## config.mk

```make
export PLATFORM = sky130hd
export DESIGN_NAME = sqrt_pipe_ctrl_flat
export DESIGN_NICKNAME = d
export VERILOG_FILES = /design/src/rtl/sqrt_pkg.sv /design/src/rtl/sqrt_pipe_ctrl_if.sv /design/src/rtl/sqrt_lat_shift.sv /design/src/rtl/sqrt_pipe_ctrl.sv /design/src/flat_wrapper.sv
export SDC_FILE = /design/constraint.sdc
export NUM_CORES = 1
export LEC_CHECK = 0
export CORE_MARGIN = 2
export CORE_UTILIZATION = 54
export CTS_BUF_LIST = sky130_fd_sc_hd__clkbuf_4 sky130_fd_sc_hd__clkbuf_8
export DETAILED_ROUTE_END_ITERATION = 8
export PLACE_DENSITY_LB_ADDON = 0.15
export SLEW_MARGIN = 40
export SYNTH_ARGS = -nofsm -noshare
export SYNTH_HDL_FRONTEND = slang
export SYNTH_SLANG_ARGS = --single-unit
```

## constraint.sdc

```tcl
create_clock -name clk -period 4.06 [get_ports clk]
set_input_delay 0.812 -clock clk [delete_from_list [all_inputs] [get_ports clk]]
set_output_delay 0.812 -clock clk [all_outputs]
set_load 0.01 [all_outputs]
```

## src/rtl/sqrt_pkg.sv

```systemverilog
// Shared state encoding and defaults for the square-root iteration sequencer.
package sqrt_pkg;

  typedef logic [2:0] state_t;

  localparam state_t ST_IDLE = 3'd0;
  localparam state_t ST_INIT = 3'd1;
  localparam state_t ST_ITER = 3'd2;
  localparam state_t ST_WAIT = 3'd3;
  localparam state_t ST_DONE = 3'd4;

  localparam int unsigned MAX_ITER_DEF = 256;

  // States in which the root register and select flag advance.
  function automatic logic is_pipe_state(input state_t s);
    return (s == ST_INIT) || (s == ST_ITER);
  endfunction

endpackage

```

## src/rtl/sqrt_pipe_ctrl_if.sv

```systemverilog
// Operand handshake, datapath strobes and result handshake of the sqrt sequencer.
interface sqrt_pipe_ctrl_if #(
  parameter int unsigned CNT_W = 9
);

  logic             in_valid_i;
  logic             in_ready_o;
  logic             cmp_gt_i;
  logic             wr_input_o;
  logic             wr_square_s_o;
  logic             wr_square_o;
  logic             en_pipe_o;
  logic             out_valid_o;
  logic             out_ready_i;
  logic             busy_o;
  logic             err_o;
  logic [CNT_W-1:0] iter_cnt_o;

  // master: the controller; slave: operand source, datapath and result consumer.
  modport master (
    input  in_valid_i, cmp_gt_i, out_ready_i,
    output in_ready_o, wr_input_o, wr_square_s_o, wr_square_o, en_pipe_o,
           out_valid_o, busy_o, err_o, iter_cnt_o
  );

  modport slave (
    output in_valid_i, cmp_gt_i, out_ready_i,
    input  in_ready_o, wr_input_o, wr_square_s_o, wr_square_o, en_pipe_o,
           out_valid_o, busy_o, err_o, iter_cnt_o
  );

endinterface

```

## src/rtl/sqrt_lat_shift.sv

```systemverilog
// Delays the en_pipe issue bit by the comparator latency so cmp_gt_i is only
// trusted in cycles that answer a real datapath step.
module sqrt_lat_shift #(
  parameter int unsigned LAT = 1
) (
  input  logic clk,
  input  logic rst,
  input  logic issue,
  output logic qual
);

  generate
    if (LAT == 0) begin : g_comb
      assign qual = issue;
    end else begin : g_sr
      logic [LAT-1:0] sr;

      always_ff @(posedge clk) begin
        if (rst) begin
          sr <= '0;
        end else begin
          sr[0] <= issue;
          for (int unsigned i = 1; i < LAT; i++) begin
            sr[i] <= sr[i-1];
          end
        end
      end

      assign qual = sr[LAT-1];
    end
  endgenerate

endmodule

```

## src/rtl/sqrt_pipe_ctrl.sv

```systemverilog
// Sequencer for the square-root iteration datapath: accepts an operand, drives
// the square/root strobes until the comparator fires or MAX_ITER is hit.
module sqrt_pipe_ctrl
  import sqrt_pkg::*;
#(
  parameter int unsigned CMP_LAT  = 1,
  parameter int unsigned MAX_ITER = MAX_ITER_DEF,
  parameter int unsigned CNT_W    = 9
) (
  input logic              clk,
  input logic              rst,
  sqrt_pipe_ctrl_if.master bus
);

  localparam logic [CNT_W-1:0] ITER_LIM  = CNT_W'(MAX_ITER);
  localparam logic [1:0]       WAIT_LOAD = 2'(CMP_LAT - 1);

  state_t           state;
  state_t           state_nxt;
  logic [1:0]       wait_cnt;
  logic [CNT_W-1:0] iter_cnt;
  logic             en_pipe;
  logic             wr_square_s;
  logic             wr_square;
  logic             out_valid;
  logic             busy;
  logic             err;
  logic             cmp_vld;
  logic             accept;
  logic             cmp_hit;
  logic             timeout;

  sqrt_lat_shift #(
    .LAT(CMP_LAT)
  ) u_lat_shift (
    .clk  (clk),
    .rst  (rst),
    .issue(en_pipe),
    .qual (cmp_vld)
  );

  assign accept  = (state == ST_IDLE) && bus.in_valid_i;
  assign cmp_hit = (state == ST_ITER) && cmp_vld && bus.cmp_gt_i;
  // A qualified compare in the last allowed iteration wins over the limit.
  assign timeout = (state == ST_ITER) && !cmp_hit && (iter_cnt == ITER_LIM);

  always_comb begin
    state_nxt = state;
    case (state)
      ST_IDLE: if (accept) state_nxt = ST_INIT;
      ST_INIT: state_nxt = ST_ITER;
      ST_ITER: if (cmp_hit || timeout) state_nxt = (CMP_LAT == 0) ? ST_DONE : ST_WAIT;
      ST_WAIT: if (wait_cnt == '0) state_nxt = ST_DONE;
      ST_DONE: if (bus.out_ready_i) state_nxt = ST_IDLE;
      default: state_nxt = ST_IDLE;
    endcase
  end

  // Registered outputs are decoded from the next state so they line up with it.
  always_ff @(posedge clk) begin
    if (rst) begin
      state       <= ST_IDLE;
      wait_cnt    <= '0;
      iter_cnt    <= '0;
      en_pipe     <= 1'b0;
      wr_square_s <= 1'b0;
      wr_square   <= 1'b0;
      out_valid   <= 1'b0;
      busy        <= 1'b0;
      err         <= 1'b0;
    end else begin
      state       <= state_nxt;
      en_pipe     <= is_pipe_state(state_nxt);
      wr_square_s <= (state_nxt == ST_ITER);
      wr_square   <= (state_nxt == ST_ITER) && !((state == ST_ITER) && wr_square);
      out_valid   <= (state_nxt == ST_DONE);
      busy        <= (state_nxt != ST_IDLE);

      if (accept) begin
        iter_cnt <= '0;
      end else if (state_nxt == ST_ITER) begin
        iter_cnt <= iter_cnt + CNT_W'(1);
      end

      if (accept) begin
        err <= 1'b0;
      end else if (timeout) begin
        err <= 1'b1;
      end

      if (state == ST_ITER) begin
        wait_cnt <= WAIT_LOAD;
      end else if ((state == ST_WAIT) && (wait_cnt != '0)) begin
        wait_cnt <= wait_cnt - 2'd1;
      end
    end
  end

  assign bus.in_ready_o    = (state == ST_IDLE);
  assign bus.wr_input_o    = accept;
  assign bus.en_pipe_o     = en_pipe;
  assign bus.wr_square_s_o = wr_square_s;
  assign bus.wr_square_o   = wr_square;
  assign bus.out_valid_o   = out_valid;
  assign bus.busy_o        = busy;
  assign bus.err_o         = err;
  assign bus.iter_cnt_o    = iter_cnt;

  a_wr_input_idle: assert property (@(posedge clk) disable iff (rst)
    bus.wr_input_o |-> (state == ST_IDLE));

  a_no_pipe_settle: assert property (@(posedge clk) disable iff (rst)
    bus.en_pipe_o |-> ((state != ST_WAIT) && (state != ST_DONE)));

  a_init_square_sel: assert property (@(posedge clk) disable iff (rst)
    (bus.en_pipe_o && !bus.wr_square_s_o) |-> (state == ST_INIT));

endmodule
```

## src/flat_wrapper.sv

```systemverilog
// flat-port wrapper written by rule: the top's interface ports become plain ports
module sqrt_pipe_ctrl_flat import sqrt_pkg::*;
#(
  parameter int unsigned CMP_LAT  = 1,
  parameter int unsigned MAX_ITER = MAX_ITER_DEF,
  parameter int unsigned CNT_W    = 9
)
  (clk, rst, bus_in_valid_i, bus_cmp_gt_i, bus_out_ready_i, bus_in_ready_o, bus_wr_input_o, bus_wr_square_s_o, bus_wr_square_o, bus_en_pipe_o, bus_out_valid_o, bus_busy_o, bus_err_o, bus_iter_cnt_o);
  sqrt_pipe_ctrl_if #(.CNT_W(CNT_W)) bus_i ();
  input logic clk;
  input logic rst;
  input wire logic [$bits(bus_i.in_valid_i)-1:0] bus_in_valid_i;
  input wire logic [$bits(bus_i.cmp_gt_i)-1:0] bus_cmp_gt_i;
  input wire logic [$bits(bus_i.out_ready_i)-1:0] bus_out_ready_i;
  output wire logic [$bits(bus_i.in_ready_o)-1:0] bus_in_ready_o;
  output wire logic [$bits(bus_i.wr_input_o)-1:0] bus_wr_input_o;
  output wire logic [$bits(bus_i.wr_square_s_o)-1:0] bus_wr_square_s_o;
  output wire logic [$bits(bus_i.wr_square_o)-1:0] bus_wr_square_o;
  output wire logic [$bits(bus_i.en_pipe_o)-1:0] bus_en_pipe_o;
  output wire logic [$bits(bus_i.out_valid_o)-1:0] bus_out_valid_o;
  output wire logic [$bits(bus_i.busy_o)-1:0] bus_busy_o;
  output wire logic [$bits(bus_i.err_o)-1:0] bus_err_o;
  output wire logic [$bits(bus_i.iter_cnt_o)-1:0] bus_iter_cnt_o;
  assign bus_i.in_valid_i = bus_in_valid_i;
  assign bus_i.cmp_gt_i = bus_cmp_gt_i;
  assign bus_i.out_ready_i = bus_out_ready_i;
  assign bus_in_ready_o = bus_i.in_ready_o;
  assign bus_wr_input_o = bus_i.wr_input_o;
  assign bus_wr_square_s_o = bus_i.wr_square_s_o;
  assign bus_wr_square_o = bus_i.wr_square_o;
  assign bus_en_pipe_o = bus_i.en_pipe_o;
  assign bus_out_valid_o = bus_i.out_valid_o;
  assign bus_busy_o = bus_i.busy_o;
  assign bus_err_o = bus_i.err_o;
  assign bus_iter_cnt_o = bus_i.iter_cnt_o;
  sqrt_pipe_ctrl #(.CMP_LAT(CMP_LAT), .MAX_ITER(MAX_ITER), .CNT_W(CNT_W)) u_core (.clk(clk), .rst(rst), .bus(bus_i));
endmodule
```

# Word level (Yosys, flattened, before mapping)
# Cells that the tools add are included.
[word_totals]
output_inout_bits = 17
word_cells = 43
reg_bits = 21
in_bits = 5
[op_classes]
n_addsub = 2
mux = 5
n_eq_ne = 8
reduce_logical = 18
[ops]
columns = ["operator", "n"]
rows = [
  ["$pmux W3 S5", 1],
  ["$mux W3", 4],
  ["$add A9 B1 Y9 const B", 1],
  ["$eq A3 B2 Y1 const B", 3],
  ["$eq A9 B9 Y1 const B", 1],
  ["$logic_and A1 B1 Y1", 8],
  ["$eq A3 B1 Y1 const B", 2],
  ["$eq A3 B3 Y1 const B", 2],
  ["$reduce_or A2 Y1", 2],
  ["$logic_not A3 Y1", 1],
  ["$reduce_bool A3 Y1", 1],
  ["$logic_not A1 Y1", 2],
  ["$logic_not A2 Y1", 1],
  ["$logic_or A1 B1 Y1", 2],
  ["$reduce_bool A2 Y1", 1],
  ["$sub A2 B1 Y2 const B", 1],
]

# Longest topological paths before layout
[depth]
word_depth = 11
ltp_mapped = 8
mapped_depth_nobuf = 7

# By module
# From an unflattened synthesis, not the netlist that was laid out.
[hier_totals]
cells_unflattened = 113
area_unflattened_um2 = 975.9
[by_module_without_submodules]
columns = ["mod", "area_each_um2", "cells_per_inst", "seq_area_each_um2", "n_inst"]
rows = [
  ["sqrt_pipe_ctrl", 942.2, 111, 400.4, 1],
  ["sqrt_lat_shift", 33.8, 2, 20.0, 1],
]

# Worst setup path after synthesis
# Ideal clock, no wire load.
[synth_timing]
kind = "register -> output"
from = "register u_core.state[0]"
to = "output bus_wr_input_o"
t_arrival_ps = 1081
path_slack_ps = 2167
required_ps = 3248
n_path_buf = 1
stages_incl_launch_ff = 5
path_cell_list = "dfxtp_1 > buf_6 > nor3_1 > nand2_1 > inv_1"
[synth_between]
elab_chain_cells = 2
[synth_rtl]
columns = ["element", "line", "source"]
rows = [
  ["start, declared", "sqrt_pipe_ctrl.sv:18", "state_t state;"],
  ["start signal, assigned", "sqrt_pipe_ctrl.sv:72", "state <= state_nxt;"],
  ["$logic_not A3 Y1", "n/a", ""],
  ["via bus_in_ready_o", "flat_wrapper.sv:15", "output wire logic [$bits(bus_i.in_ready_o)-1:0] bus_in_ready_o;"],
  ["$logic_and A1 B1 Y1", "sqrt_pipe_ctrl.sv:42", "assign accept = (state == ST_IDLE) && bus.in_valid_i;"],
  ["end, declared", "flat_wrapper.sv:16", "output wire logic [$bits(bus_i.wr_input_o)-1:0] bus_wr_input_o;"],
]
# The timed path passes the listed nets, and every way through them passes these cells.

# Worst setup path after layout
[layout_timing]
from = "input bus_in_valid_i"
to = "output bus_wr_input_o"
[layout_between]
elab_chain_cells = 1
[layout_rtl]
columns = ["element", "line", "source"]
rows = [
  ["start, declared", "flat_wrapper.sv:12", "input wire logic [$bits(bus_i.in_valid_i)-1:0] bus_in_valid_i;"],
  ["$logic_and A1 B1 Y1", "sqrt_pipe_ctrl.sv:42", ""],
]
# Every way passes these cells.

==> impl_metrics.ini <==
[floorplanning]
die_area_um2 = 2070
die_w_um = 45.5
die_h_um = 45.5
ios = 22
placementRows = 15
start_util_pct = 55.8
core_area_um2 = 1670

[place]
post-place-cells = 144
place.gp.congestion = 0.751
placed_area_um2 = 1140
port_buffers = 21
dp_hpwl_um = 1400

[synthesis]
ys.flop_type = dfxtp_1
netlist_area_um2 = 932
synth_top_area_cell = dfxtp_1
synth_nets = 117
syn_area_per_cell_um2 = 8.55
synth_top_area_share_pct = 45.1
synthArstFlopShare_pct = 0
synth-seq-cells = 21
synth_edf_count = 0
synth.distinct_cells = 34
syn_inst = 109
synth_area_leaders = dfxtp_1 45%, a21oi_1 5.4%, nand2_1 4.4%
synth-seq-area-share_pct = 45.1
ys_warn_count = 0

[sta]
slew_headroom_pct = 65.1
fin_crit_sh_pct = 70.1
worstMarginPinSlew_ns = 0.522
finalSetupViolations = 0
finClkSkew_ns = 0.00150
maxSlewViolCount = 0
fmax_ghz = 0.351
fin_crit_ns = 2.85
tns_ns = 0
hold_viol_final = 0
rsz0062_at_grt = no

[clocking]
cts_tree = built
cts.repair.resized = 0
cts_max_level = 1
post_cts_buffers = 0
clk_latency_ns = 0.29
cts_root_buffer = clkbuf_4
cts_buffer_depth = 2
cts.clk_slew.worst_paths_ns = 0.11
numCtsBuffers = 3
cts-hold-fix-buffers = 0
cts.sinks = 21

[final_layout]
nNetsFinal = 140
antenna_cells = 0
finalInstanceArea_um2 = 1170
drive_above_1_share_pct = 6.87
seq_area_um2 = 420
multi_input_area_um2 = 463
fillers = 134
area_delta_synth_final_pct = 25.6
layoutNonFillerInstCount = 148

[route]
wl_per_cell_um = 12.8
ant_nets = 0
via_per_inst = 5.74
drt-pass1-iter-count = 4
routed_wl_um = 1890
drc_errors = 0
via_count = 850
drt_iter0_drc = 25

[setup_path]
path_max_fanout = 5
critPathCaptureType = output pin
start_kind = primary input
setup.worst_path.class = primary input to output pin
cp.arrival_ns = 2.04
required_ns = 3.25

[power_and_ir_drop]
power_leakage_nw = 0.419
ir_drop_mv = 0.224
powerDensity_nw_per_um2 = 326

[global_routing]
grt_max_degree = 17
grt_pass1_vias = 775
overflow = 0
antenna_found_initial = 0
grt_pass1_wl_um = 3190
grt.total_usage_pct = 21.2

[flow_run]
drv_cap = 0

[run_status]
status = completed

[worst_hold_path]
hold_class = register to register
-- registers in the layout, indices dropped and copies added (netlist names) --
name and flops:
u_core.bus.iter_cnt_o 9, u_core.u_lat_shift.qual 1, u_core.wait_cnt 2, u_core.bus.err_o 1
u_core.bus.en_pipe_o 1, u_core.bus.wr_square_o 1, u_core.bus.busy_o 1, u_core.bus.wr_square_s_o 1
u_core.state 3, u_core.bus.out_valid_o 1
-- area by class of cell --
| type | count | share of cell area [%] |
|---|---|---|
| multi-input cells | 78 | 39.5 |
| flip-flops and latches | 21 | 35.9 |
| repair buffers | 21 | 17.9 |
| clock buffers | 4 | 2.56 |
| inverters | 7 | 2.24 |
| well taps | 17 | 1.82 |
-- kinds of logic (layout without fill, tap and decap cells) --
logic type / after synthesis / in the layout / share of synthesized area [%]
fa+ha+maj: 3 / 3 / 4.03
xor+xnor: 1 / 1 / 0.940
simple gates: 49 / 49 / 28.3
mux: 1 / 1 / 1.07
flops: 21 / 21 / 45.1
buf+inv: 10 / 32 / 5.24
compound gates: 24 / 24 / 15.3
-- synthesized netlist by cell type, types with 2 or more instances --
library cell	n
a21oi_1	10
a31oi_1	2
dfxtp_1	21
ha_1	3
inv_1	7
nand2_1	11
nand3_1	6
nor2_1	10
nor2b_1	3
nor3_1	2
nor4_1	2
o21a_1	2
o21ai_0	5
or3_1	5
-- per-stage QoR --
step                utilization [%]  worst slack, ns  total power [mW]  hold slack [ns]
floorplan                         -             2.17             0.259            0.454
CTS                            70.1             1.21             0.386            0.461
global route                   70.1             1.16             0.401            0.477
finish                         70.1             1.21             0.381            0.461
global placement               68.3             1.22             0.282            0.437
detailed placement             68.3             1.21             0.283            0.445
-- cell usage in the layout (no fill, tap or decap), types with 2 or more instances in the layout --
master and instances:
clkdlybuf4s50_1 21, ha_1 3, dfxtp_1 21, o21ai_0 5
a21oi_1 10, a31oi_1 2, nand2_1 11, nor2_1 10
inv_1 7, o21a_1 2, nor4_1 2, nor3_1 2
nor2b_1 3, clkbuf_4 4, nand3_1 6, or3_1 5
-- per-layer routing --
| layer | wire length [um] | global-route usage (%) | up-vias |
|---|---|---|---|
| met3 | 73 | 3.97 | 5 |
| met2 | 929 | 35.8 | 23 |
| li1 | - | - | 429 |
| met4 | 36 | 10.6 | 0 |
| met5 | 0 | 0 | - |
| met1 | 850 | 25.4 | 393 |
-- report_power, final --
| part | switching, mW | internal [mW] |
|---|---|---|
| clock network | 0.0589 | 0.0449 |
| registers | 0.00629 | 0.214 |
| logic | 0.0294 | 0.0278 |
-- path summary, 6_finish.rpt --
kind	from	to	slack [ns]	depth (start not counted)
worst max-delay path	bus_in_valid_i	bus_wr_input_o	1.21	4
worst min-delay path	u_core.bus.wr_square_o$_SDFF_PP0_	u_core.bus.wr_square_o$_SDFF_PP0_	0.46	1
worst min register to register	u_core.bus.wr_square_o$_SDFF_PP0_	u_core.bus.wr_square_o$_SDFF_PP0_	0.46	1
worst max register to register	u_core.wait_cnt[0]$_SDFFE_PP0P_	u_core.bus.iter_cnt_o[3]$_SDFFE_PP0N_	1.99	6
-- worst max-delay path: stages --
cell             delay, ns
clkdlybuf4s50_1       0.46
nand2_1               0.08
inv_1                 0.13
clkdlybuf4s50_1       0.55
Power figures use the tool's default switching activity.
